File: src/rtl/sram_controller.sv
// sram_controller
//   Turns one 32-bit load/store request from the MEM stage into two 16-bit
//   transactions on an external asynchronous SRAM. The low halfword is
//   accessed first, then the high halfword. `ready` is low while the access
//   is in progress, which freezes the pipeline.
//
// Parameters
//   BASE_ADDR     : CPU byte address that maps to SRAM halfword 0
//   ACCESS_CYCLES : clock cycles per halfword transaction (2..15)
//
// Ports
//   clk, rst            : clock, asynchronous active-high reset
//   mem_read, mem_write : request strobes, held by the requester until ready
//   address, data       : CPU byte address and store data
//   read_data           : registered load result, held between reads
//   ready               : combinational; high when idle or in the final cycle
//   sram_addr           : registered SRAM halfword address
//   sram_dq_out/_in     : SRAM data bus, write and read directions
//   sram_dq_oe          : drive enable for sram_dq_out
//   sram_ce_n/oe_n/we_n : active-low SRAM strobes, all registered
module sram_controller #(
  parameter int unsigned BASE_ADDR     = 1024,
  parameter int unsigned ACCESS_CYCLES = 2
) (
  input  logic        clk,
  input  logic        rst,
  input  logic        mem_read,
  input  logic        mem_write,
  input  logic [31:0] address,
  input  logic [31:0] data,
  output logic [31:0] read_data,
  output logic        ready,
  output logic [17:0] sram_addr,
  output logic [15:0] sram_dq_out,
  input  logic [15:0] sram_dq_in,
  output logic        sram_dq_oe,
  output logic        sram_ce_n,
  output logic        sram_oe_n,
  output logic        sram_we_n
);

  typedef enum logic [1:0] {IDLE, LO, HI, DONE} state_t;

  localparam logic [3:0]  LAST_CNT = 4'(ACCESS_CYCLES - 1);
  localparam logic [31:0] BASE     = 32'(BASE_ADDR);

  state_t      state_q, state_d;
  logic [3:0]  cnt_q, cnt_d;
  logic        is_write_q, is_write_d;
  logic [31:0] data_q, data_d;
  logic [17:0] sram_addr_q, sram_addr_d;
  logic [31:0] read_data_q, read_data_d;
  logic [15:0] dq_out_q, dq_out_d;
  logic        dq_oe_q, dq_oe_d;
  logic        ce_n_q, ce_n_d;
  logic        oe_n_q, oe_n_d;
  logic        we_n_q, we_n_d;

  logic        req;
  logic        active_d;
  logic [31:0] offset;
  logic        unused_offset_bits;

  assign req    = mem_read | mem_write;
  assign offset = address - BASE;
  // Byte-within-word bits and bits beyond the SRAM's reach do not select anything.
  assign unused_offset_bits = ^{offset[31:19], offset[1:0]};

  // Combinational so the pipeline freezes in the very cycle a request appears.
  assign ready = ~req | (state_q == DONE);

  always_comb begin
    // NOTE: every variable gets a default first so no path can infer a latch.
    state_d     = state_q;
    cnt_d       = cnt_q;
    is_write_d  = is_write_q;
    data_d      = data_q;
    sram_addr_d = sram_addr_q;
    read_data_d = read_data_q;

    unique case (state_q)
      IDLE: begin
        if (req) begin
          // A simultaneous read and write is treated as a write.
          is_write_d  = mem_write;
          sram_addr_d = {offset[18:2], 1'b0};
          data_d      = data;
          cnt_d       = '0;
          state_d     = LO;
        end
      end
      LO: begin
        if (cnt_q == LAST_CNT) begin
          if (!is_write_q) read_data_d[15:0] = sram_dq_in;
          sram_addr_d = sram_addr_q + 18'd1;
          cnt_d       = '0;
          state_d     = HI;
        end else begin
          cnt_d = cnt_q + 4'd1;
        end
      end
      HI: begin
        if (cnt_q == LAST_CNT) begin
          if (!is_write_q) read_data_d[31:16] = sram_dq_in;
          cnt_d   = '0;
          state_d = DONE;
        end else begin
          cnt_d = cnt_q + 4'd1;
        end
      end
      DONE: begin
        // Always go back to IDLE so a request still held is not re-issued.
        state_d = IDLE;
      end
      default: state_d = IDLE;
    endcase

    // Strobes are registered, so they are derived from the next-cycle state
    // and phase count and appear in the same cycle as the state they belong to.
    active_d = (state_d == LO) || (state_d == HI);
    ce_n_d   = ~active_d;
    oe_n_d   = ~(active_d & ~is_write_d);
    dq_oe_d  = active_d & is_write_d;
    // Write enable is released in the last phase cycle to give address/data hold.
    we_n_d   = ~(active_d & is_write_d & (cnt_d != LAST_CNT));
    dq_out_d = '0;
    if (active_d && is_write_d) begin
      dq_out_d = (state_d == HI) ? data_d[31:16] : data_d[15:0];
    end
  end

  // NOTE: sequential state uses non-blocking assignments only.
  always_ff @(posedge clk or posedge rst) begin
    if (rst) begin
      state_q     <= IDLE;
      cnt_q       <= '0;
      is_write_q  <= 1'b0;
      data_q      <= '0;
      sram_addr_q <= '0;
      read_data_q <= '0;
      dq_out_q    <= '0;
      dq_oe_q     <= 1'b0;
      ce_n_q      <= 1'b1;
      oe_n_q      <= 1'b1;
      we_n_q      <= 1'b1;
    end else begin
      state_q     <= state_d;
      cnt_q       <= cnt_d;
      is_write_q  <= is_write_d;
      data_q      <= data_d;
      sram_addr_q <= sram_addr_d;
      read_data_q <= read_data_d;
      dq_out_q    <= dq_out_d;
      dq_oe_q     <= dq_oe_d;
      ce_n_q      <= ce_n_d;
      oe_n_q      <= oe_n_d;
      we_n_q      <= we_n_d;
    end
  end

  assign read_data   = read_data_q;
  assign sram_addr   = sram_addr_q;
  assign sram_dq_out = dq_out_q;
  assign sram_dq_oe  = dq_oe_q;
  assign sram_ce_n   = ce_n_q;
  assign sram_oe_n   = oe_n_q;
  assign sram_we_n   = we_n_q;

endmodule

File: config.mk
export PLATFORM = sky130hd
export DESIGN_NAME = sram_controller
export DESIGN_NICKNAME = d
export VERILOG_FILES = /design/src/rtl/sram_controller.sv
export SDC_FILE = /design/constraint.sdc
export NUM_CORES = 1
export LEC_CHECK = 0
export CORE_AREA = 4 4 105 107
export DETAILED_ROUTE_END_ITERATION = 12
export DIE_AREA = 0 0 109 111
export GPL_TIMING_DRIVEN = 0
export PLACE_DENSITY = 0.83
export SYNTH_ARGS = -nofsm -noshare
export SYNTH_HDL_FRONTEND = slang
export SYNTH_SLANG_ARGS = --single-unit
export TNS_END_PERCENT = 20
File: constraint.sdc
create_clock -name clk -period 10.2 [get_ports clk]
set_clock_uncertainty 0.1 [all_clocks]
set_input_delay 1.53 -clock clk [delete_from_list [all_inputs] [get_ports clk]]
set_output_delay 1.53 -clock clk [all_outputs]
set_load 0.01 [all_outputs]
==> summary.md, run 1 <==
| Metric | Value |
|---|---|
| Fill cell count | `798` |
| Status | `finished, final reports clean` |
| Max_cap viols | `0` |
| Area leader, netlist | `dfrtp_1` |
| Ant diodes | `0` |
| Total global routing overflow | `0` |
| Ys flop type | `dfrtp_1` |
| Register area share after synthesis | `0.557` |
| Wire per inst | `16.2 µm` |
| Internal Power | `0.00131 W` |
| Vias | `3739` |
| Setup Buffers After CTS | `0` |
| Register clock-pin slew on the reported worst setup and hold paths | `100 ps` |
| Die ar. | `12100 µm²` |
| Synth warn | `0` |
| Post_cts resized | `0` |
| Largest fanout on the critical path | `4` |
| Static leakage | `2.87 nW` |
| Drt first pass iters | `4` |
| Clock buffer count from CTS | `9` |
| GRT Util Overall | `0.194` |
| CP required | `8570 ps` |
| Psw | `0.000775 W` |
| Startpoint types | `input port` |
| Worst EP arrival | `2980 ps` |
| Clk pwr share | `0.138` |
| Worst slew pin tran | `775 ps` |
| Fmax | `217 MHz` |
| Port Buffers | `139` |
| Comb pwr share | `0.498` |
| Share of layout cells above drive strength 1 | `0.194` |
| Fin cells | `708` |
| Final Cycle Share | `0.452` |
| Pins over their slew limit | `0` |
| First-pass GRT wire length | `18900 µm` |
| Starting density of the core | `0.484` |
| Later-pin clock latency in the skew report | `370 ps` |
| FF/Latch Area | `2730 µm²` |
| Row count | `37` |
| HP Class | `reg2reg` |
| Setup repair after global routing missed its margin | `no` |
| Final antenna-violating net count | `0` |
| Crit. End Element | `output pin` |
| Async SR Flop Fraction | `1.00` |
| Peak VDD IR | `133 µV` |
| Hold-fix buffers, CTS | `0` |
| Final TNS setup | `0 ps` |
| Sw Share | `0.371` |
| Synth top area share | `0.541` |
| GPL Wtd Cong | `0.857` |
| #FFs+latches synth | `109` |
| Floorplan die height | `111 µm` |
| Synth top area cells | `dfrtp_1 (54%), mux2_2 (16%), nor2_1 (3.2%)` |
| Initial antenna violation count | `0` |
| Final Hold Fails | `0` |
| CTS root buffer | `clkbuf_8` |
| Residual DRC | `0` |
| Syn-to-layout area delta | `37.0%` |
| Die width | `109 µm` |
| WL final | `11500 µm` |
| Most common cell in the netlist | `dfrtp_1` |
| 1st-iter DRT viols | `141` |
| CORE AREA | `10100 µm²` |
| Sequential power share | `0.364` |
| Clock Path Buffers | `2` |
| CP startpoint | `mem_write` |
| I/O pin cnt | `155` |
| Final core occ | `0.662` |
| CTS tree | `done` |
| Top post-synthesis cells by count | `dfrtp_1 (106), mux2_2 (68), nor2_1 (42)` |
| Number of global-route vias before repair | `3879` |
| Syn Area/Cell | `11.8 µm²` |
| Hold wc startpoint | `data_q[31]` |
| Final setup vio count | `0` |
| Final min period | `4610 ps` |
| Relative slew slack | `0.480` |
| Syn Inst Count | `416` |
| Final net count | `662` |
| Footprint of the multi-input gates | `2030 µm²` |
| Vias/cell | `5.28` |
| Placed cell count | `692` |
| Post-synth cell types | `48` |
| Post-synth EDFFs | `0` |
| CTS sink count | `109` |
| DP HPWL | `8590 µm` |
| Setup CP Type | `in2out` |
| Origin of the critical flop-to-flop path | `state_q[1]` |
| Synthesized Nets | `511` |
| Synthesized cell area | `4900 µm²` |
| PD cells | `311 nW/µm²` |
| Htree depth | `3` |
| Largest net degree at the start of global routing | `75` |
[placed cells by master, fill, tap and decap left out, types with 4 or more instances in the layout]
cell type and n:
clkdlybuf4s50_1 139, dfrtp_1 106, mux2_2 68, nor2_1 42
nor3_1 27, o21ai_0 19, nand2_1 18, inv_1 12
a21oi_1 12, nand3_1 12, ha_1 11, clkbuf_8 9
a22oi_1 7, buf_2 6, o22ai_1 6, mux2i_1 6
clkbuf_1 5, xor2_1 5, buf_6 4, or2_2 4
[logic make-up after synthesis]
kind of cell,count (synthesis),share of synthesized area
AOI/OAI and AO/OA,57,0.0743
adders and majority gates,11,0.0281
buffers and inverters,29,0.0299
xor gates and xnor gates,8,0.0143
and+or+nand+nor,128,0.128
DFF,109,0.557
muxes,74,0.168
[path summary, 6_finish.rpt]
check	end	slack, ps	cells past startpoint
max	ready	5590	4
min	data_q[31]	410	1
max reg2reg	sram_dq_out[6]	6850	13
min reg2reg	data_q[31]	410	1
max in group asynchronous	sram_ce_n	7840	3
min in group asynchronous	data_q[28]	1420	2
[flip-flops by register name, summed over array words and instances, names as in the netlist]
register and cells:
data_q 32, read_data 32, sram_addr 18, sram_dq_out 16, cnt_q 4, state_q 2
is_write_q 1, sram_ce_n 1, sram_dq_oe 1, sram_oe_n 1, sram_we_n 1
[metrics by stage]
step	power, W	hold slack (ps)	instance area (µm²)	setup WS (ps)
6_report	0.00209	407	6720	5590
5_1_grt	0.00224	417	6720	5500
4_1_cts	0.00211	409	6720	5600
3_5_place_dp	0.00182	383	6490	5610
3_3_place_gp	0.00178	380	6460	4280
2_1_floorplan	0.00137	371	4900	5700
[layer usage]
layer	share of wire	track usage	routed length (µm)
met3	0.082	0.0495	935
met2	0.49	0.324	5600
met1	0.42	0.251	4780
met4	0.012	0.0505	143
met5	0	0	0
[power groups by stage]
stage	combinational (W)	sequential, W	clock (W)
floorplan	0.000564	0.000805	0
global placement	0.00102	0.000757	0
detailed placement	0.00105	0.000771	0
CTS	0.00105	0.000761	0.000293
global route	0.00114	0.000788	0.000314
finish	0.00104	0.000760	0.000287
[worst max-delay path, stage by stage]
cell	delay (ps)
clkdlybuf4s50_1	540
nor2_1	100
or2_2	280
clkdlybuf4s50_1	520
[area by class of cell]
| type | count | share of cell area |
|---|---|---|
| Sequential cell | 109 | 0.407 |
| Inverter | 13 | 0.00764 |
| Tap cell | 136 | 0.0253 |
| Multi-Input combinational cell | 278 | 0.302 |
| Timing Repair Buffer | 140 | 0.211 |
| Clock buffer | 9 | 0.0184 |
| Buffer | 16 | 0.0145 |
| Clock inverter | 7 | 0.0145 |
Power figures use the tool's default switching activity.
==> run 2, diff against run 1 <==
--- a/config.mk
+++ b/config.mk
@@ -5,11 +5,11 @@
 export SDC_FILE = /design/constraint.sdc
 export NUM_CORES = 1
 export LEC_CHECK = 0
-export CORE_AREA = 4 4 105 107
+export CORE_AREA = 4 4 108 110
 export DETAILED_ROUTE_END_ITERATION = 12
-export DIE_AREA = 0 0 109 111
+export DIE_AREA = 0 0 112 114
 export GPL_TIMING_DRIVEN = 0
-export PLACE_DENSITY = 0.83
+export PLACE_DENSITY = 0.79
 export SYNTH_ARGS = -nofsm -noshare
 export SYNTH_HDL_FRONTEND = slang
 export SYNTH_SLANG_ARGS = --single-unit
==> constraint.sdc (replaced) <==
create_clock -name clk -period 4.5 [get_ports clk]
set_clock_uncertainty 0.1 [all_clocks]
set_input_delay 0.675 -clock clk [delete_from_list [all_inputs] [get_ports clk]]
set_output_delay 0.675 -clock clk [all_outputs]
set_load 0.01 [all_outputs]
==> summary.md, run 2 (synthesis results as in run 1) <==
| Metric | Value |
|---|---|
| Largest fanout on the critical path | `10 (+6)` |
| GPL Wtd Cong | `0.884 (+3.2%)` |
| Placed Area | `6500 µm² (about the same)` |
| Later-pin clock latency in the skew report | `370 ps (about the same)` |
| Die ar. | `12800 µm² (+5.5%)` |
| Crit. End Element | `register` |
| I/O pin cnt | `155 (unchanged)` |
| Peak VDD IR | `385 µV (+190%)` |
| Reg-to-reg slack, setup | `1160 ps (-5690 ps)` |
| Floorplan die height | `114 µm (+2.7%)` |
| Worst slew pin tran | `776 ps (+0.507 ps)` |
| Final net count | `662 (unchanged)` |
| Setup repair after global routing missed its margin | `no` |
| Total Power | `0.00467 W (+120%)` |
| Largest net degree at the start of global routing | `67 (-11%)` |
| Row count | `38 (+2.7%)` |
| Most common cell after layout, fill and taps aside | `clkdlybuf4s50_1` |
| Final min period | `3340 ps` |
| Fin cells | `712 (+0.56%)` |
| Ant diodes | `0 (unchanged)` |
| DP HPWL | `9020 µm (+5.0%)` |
| Design area | `6690 µm² (-0.45%)` |
| Origin of the critical flop-to-flop path | `state_q[1]` |
| CTS tree | `done` |
| Sequential power share | `0.371 (+0.007)` |
| Final antenna-violating net count | `0 (unchanged)` |
| Die width | `112 µm (+2.8%)` |
| Initial antenna violation count | `0 (unchanged)` |
| Hold wc startpoint | `data_q[6]` |
| Comb pwr share | `0.509 (+0.011)` |
| PD cells | `699 nW/µm² (+120%)` |
| Startpoint types | `register` |
| Final core occ | `0.625 (-0.0374)` |
| Placed cell count | `696 (+0.58%)` |
| Port Buffers | `139 (unchanged)` |
| Share of layout cells above drive strength 1 | `0.194 (unchanged)` |
| Starting density of the core | `0.458 (-0.0253)` |
| Number of global-route vias before repair | `3964 (+2.2%)` |
| Hold path endpoint | `data_q[6]` |
| Drt first pass iters | `5 (+1)` |
| Psw | `0.00174 W (+120%)` |
| Status | `finished, final reports clean` |
| Syn-to-layout area delta | `36.4%` |
| Hold-fix buffers, CTS | `0 (unchanged)` |
| Setup CP Type | `reg2reg` |
| Clock buffer count from CTS | `9 (unchanged)` |
| Static leakage | `2.85 nW (-0.62%)` |
| WL final | `12200 µm (+6.1%)` |
| CP required | `4690 ps (-3880 ps)` |
| Register clock-pin slew on the reported worst setup and hold paths | `100 ps (about the same)` |
| Setup Buffers After CTS | `0 (unchanged)` |
| Residual DRC | `0 (unchanged)` |
| Final Cycle Share | `0.742` |
| Vias/cell | `5.34 (+1.1%)` |
| Final WS setup | `1160 ps (-4430 ps)` |
| Relative slew slack | `0.479 (about the same)` |
| Clock Path Buffers | `2 (unchanged)` |
| Htree depth | `3 (unchanged)` |
| Post-Place Setup Slack | `1160 ps (-4450 ps)` |
| 1st-iter DRT viols | `184 (+30%)` |
| Cells on worst reg2reg path | `13 (unchanged)` |
| First-pass GRT wire length | `19800 µm (+4.9%)` |
| Fill cell count | `874 (+9.5%)` |
| CORE AREA | `10700 µm² (+5.5%)` |
| Most frequent cells in the layout | `clkdlybuf4s50_1 (139), dfrtp_1 (106), mux2_2 (68), nor2_1 (42), nor3_1 (27)` |
| Post_cts resized | `0 (unchanged)` |
| CTS sink count | `109 (unchanged)` |
| GRT Util Overall | `0.195 (about the same)` |
| Worst EP arrival | `3530 ps (+550 ps)` |
| Reg2reg end | `sram_dq_out[6]` |
| Clk pwr share | `0.121 (-0.017)` |
| Max_cap viols | `0 (unchanged)` |
| Wire per inst | `17.1 µm (+5.5%)` |
| Final Hold Fails | `0 (unchanged)` |
| Total global routing overflow | `0 (unchanged)` |
| Vias | `3802 (+1.7%)` |
| Pins over their slew limit | `0 (unchanged)` |
| Fmax | `299 MHz` |
| Final setup vio count | `0 (unchanged)` |
| HP Class | `reg2reg` |
| Internal Power | `0.00293 W (+120%)` |
| CTS root buffer | `clkbuf_8` |
| Hold path depth | `1 (unchanged)` |
| Sw Share | `0.372 (+0.00119)` |
==> run 2: changes by cell type in the layout (fill, tap and decap cells not counted) <==
cell	change
bufinv_16	-1
clkbuf_8	+2
clkinv_2	+2
clkinv_4	+1
clkinvlp_4	+1
inv_12	-1
inv_6	-1
inv_8	-3
==> run 2: area by class of cell <==
cell class | count | area [µm²] | share of cell area
Inverter | 13 | 51.3 | 0.00767
Timing Repair Buffer | 140 | 1420 | 0.212
Sequential cell | 109 | 2730 | 0.408
Multi-Input combinational cell | 278 | 2030 | 0.303
Buffer | 16 | 97.6 | 0.0146
Clock inverter | 5 | 35.0 | 0.00524
Tap cell | 140 | 175 | 0.0262
Clock buffer | 11 | 151 | 0.0226
==> run 2: power by group through the flow <==
stage	combinational, W	clock, W	sequential [W]
CTS	0.00241	0.000583	0.00173
global route	0.00259	0.000623	0.00179
floorplan	0.00128	0	0.00182
global placement	0.00232	0	0.00172
detailed placement	0.00240	0	0.00175
finish	0.00238	0.000564	0.00173
==> run 2: worst max-delay path by stage <==
stage / start / end / slack, ps / cells past startpoint
6_report: state_q[1] / sram_dq_out[6] / 1160 / 13
3_3_place_gp: rst / read_data[20] / -640 / 2
2_1_floorplan: rst / cnt_q[0] / 860 / 1
5_1_grt: state_q[1] / sram_dq_out[6] / 760 / 13
3_5_place_dp: state_q[1] / sram_dq_out[7] / 1160 / 12
4_1_cts: state_q[1] / sram_dq_out[7] / 1130 / 13
==> run 2: worst max-delay path, cell delays in order (launching register included) <==
cell and delay (ps):
dfrtp_1 460, inv_1 120, ha_1 170, buf_6 140
clkbuf_1 440, a21oi_1 120, a21oi_1 140, o22ai_1 120
ha_1 210, clkbuf_1 210, inv_1 260, buf_1 430
nor2_1 120, nor3_1 200
==> run 2: per-stage QoR <==
step                      setup TNS (ps)  hold WS [ps]
after global placement            -67620           380
after CTS                              0           408
after floorplan                        0           371
after global routing                   0           419
after detailed placement               0           385
final                                  0           405
==> run 2: metal layers <==
layer	wire length [µm]	up-vias	GRT usage
li1	-	1771	-
met1	4920	1871	0.240
met2	6050	148	0.329
met3	1050	12	0.0589
met4	136	0	0.0641
met5	0	-	0
==> RTL edit: new RTL, flow settings as in run 2 <==
The 4 states of `state_t` get a one-hot encoding in 4 bits.
--- a/src/rtl/sram_controller.sv
+++ b/src/rtl/sram_controller.sv
@@ -39,7 +39,7 @@
   output logic        sram_we_n
 );
 
-  typedef enum logic [1:0] {IDLE, LO, HI, DONE} state_t;
+  typedef enum logic [3:0] {IDLE = 4'b0001, LO = 4'b0010, HI = 4'b0100, DONE = 4'b1000} state_t;
 
   localparam logic [3:0]  LAST_CNT = 4'(ACCESS_CYCLES - 1);
   localparam logic [31:0] BASE     = 32'(BASE_ADDR);
Check against the original RTL: no difference found for any inputs over 10 cycles, from zero or initial values and one cycle with rst high; not proved beyond that.
==> RTL edit against run 2 <==
- area after synthesis is 1.4% lower
- critical path depth fell by 8
- register-to-register slack improved by 0.41 ns
- worst setup slack improved by 0.19 ns
- first-iteration DRC count rose by 26%
- sequential cell count rose by 2
- routed wire length grew 0.55%
- core utilization shrank 0.68 points
- combinational power shrank 21%
- synthesized cell count shrank 0.96%
- count of clock-buffer cells in the layout is 2 lower
- power decreased by 12%
- final area is 1.1% lower
- critical path type is now input pin to output pin
==> RTL edit: results (changes against run 2) <==
reg2reg start=cnt_q[1] (was state_q[1]); Tot GR Track Use=19.4% (was 19.5%); share of layout cells above drive strength 1=18.7% (was 19.4%); highest metal used=met4 (unchanged); Post-Place Cell Area=6430 um2 (was 6500 um2); first-pass GRT wire length=19700 um (was 19800 um); status=complete, no violations (unchanged); via count=3736 (was 3802); sequential fraction of the synthesis area=57.5% (was 55.7%); Wirelength per Cell=17.3 um (was 17.1 um); fillers=886 (was 874); crit path DAT=2.37 ns (was 3.53 ns); drt initial violations=232 (was 184); hold path start=data_q[18] (was data_q[6]); Slowest cell on crit path=clkdlybuf4s50_1 (was dfrtp_1); Lkg Pwr=2.83 nW (was 2.85 nW); Num CTS Buffers=9 (unchanged); Final #Nets=651 (was 662); largest net degree at the start of global routing=61 (was 67); dpl hpwl=8890 um (was 9020 um); Adder-Cell Fraction of Synth Area=1.03% (was 2.81%); routed length on met1=5110 um (was 4920 um); mux cell area share after synthesis=15.3% (was 16.8%); Pre-Repair DR Iteration Count=5 (unchanged); Synth top cells by count=dfrtp_1, mux2_2, nor2_1 (unchanged); H-tree depth=3 (unchanged); RePlAce Congestion=0.870 (was 0.884); DR WL met3=964 um (was 1050 um); Setup crit start=mem_write (was state_q[1]); post-synth net total=500 (was 511); dominant cells by area after synthesis=dfrtp_1, mux2_2, nor2_1 (unchanged); relative slew slack=40.6% (was 47.9%); wire length on met2=5950 um (was 6050 um); number of global-route vias before repair=3752 (was 3964); XOR/XNOR Fraction of Synth Area=1.27% (was 1.43%); Crit path largest cell delay=0.63 ns (was 0.46 ns); Max VDD drop=0.310 mV (was 0.385 mV); post-synthesis cell type count=52 (was 48); CP max FO=5 (was 10); Compound-Gate Fraction of Synth Area=7.63% (was 7.43%); Switching Share=36.2% (was 37.2%)
==> RTL edit: cell types whose count changed after synthesis, sizes merged, moves of 3 or more <==
| cell | delta |
|---|---|
| a21oi | +5 |
| a22oi | -3 |
| ha | -7 |
| inv | -3 |
| mux2 | -4 |
| mux2i | -4 |
| nand2 | -5 |
| nand3 | -3 |
| nor2 | +18 |
| nor3 | -4 |
| o21ai | -7 |
| o22ai | -3 |
| or3 | -3 |
==> RTL edit: power by group through the flow <==
stage / Sequential, mW / Clock, mW / Combinational, mW
floorplan: 1.77 / 0 / 0.967
global placement: 1.69 / 0 / 1.85
detailed placement: 1.71 / 0 / 1.89
CTS: 1.69 / 0.582 / 1.90
global route: 1.74 / 0.624 / 2.05
finish: 1.69 / 0.566 / 1.88
==> RTL edit: per-layer routing <==
metal	GRT usage, %	vias to the layer above
met2	31.6	161
met1	25.6	1797
li1	-	1767
met4	6.49	0
met3	4.88	11
met5	0	-
==> RTL edit: area by class of cell <==
| type | instances | share of cell area [%] |
|---|---|---|
| clock buffer | 9 | 1.87 |
| clock inverter | 7 | 0.851 |
| sequential | 111 | 42.1 |
| multi-input combinational | 274 | 29.3 |
| tap | 140 | 2.65 |
| timing repair buffer | 140 | 21.5 |
| inverter | 10 | 0.605 |
| buffer | 17 | 1.23 |
==> RTL edit: worst paths after layout <==
path | slack [ns] | end | cells past startpoint
min in group asynchronous | 0.71 | data_q[8] | 2
worst max register to register | 1.57 | sram_dq_out[13] | 7
max in group asynchronous | 2.84 | sram_ce_n | 3
worst min-delay path | 0.41 | data_q[18] | 1
worst max-delay path | 1.35 | ready | 5
worst min register to register | 0.41 | data_q[18] | 1
==> RTL edit: worst reg2reg max path, stage by stage (launching register included) <==
cell      delay [ns]
dfrtp_1         0.43
inv_1           0.07
ha_1            0.16
nor3b_2         0.56
mux2i_1         0.78
clkbuf_1        0.47
nor2_1          0.08
nor3_1          0.21
==> RTL edit: logic make-up (layout without fill, tap and decap cells) <==
group / count (synthesis) / count (layout)
adder cells (fa/ha/maj): 4 / 4
AND/OR/NAND/NOR: 139 / 139
multiplexers: 66 / 66
buffers and inverters: 27 / 183
AO/OA/AOI/OAI: 58 / 58
XOR/XNOR: 7 / 7
flip-flops: 111 / 111
==> RTL edit: metrics by stage <==
step / instances / setup WS, ns / utilization [%] / setup TNS (ns)
after floorplan: 412 / 0.801 / - / 0
after global placement: 691 / -0.758 / 59.9 / -80.59
after detailed placement: 692 / 1.37 / 60.1 / 0
after CTS: 708 / 1.37 / 61.8 / 0
after global routing: 708 / 1.29 / 61.8 / 0
final: 708 / 1.35 / 61.8 / 0
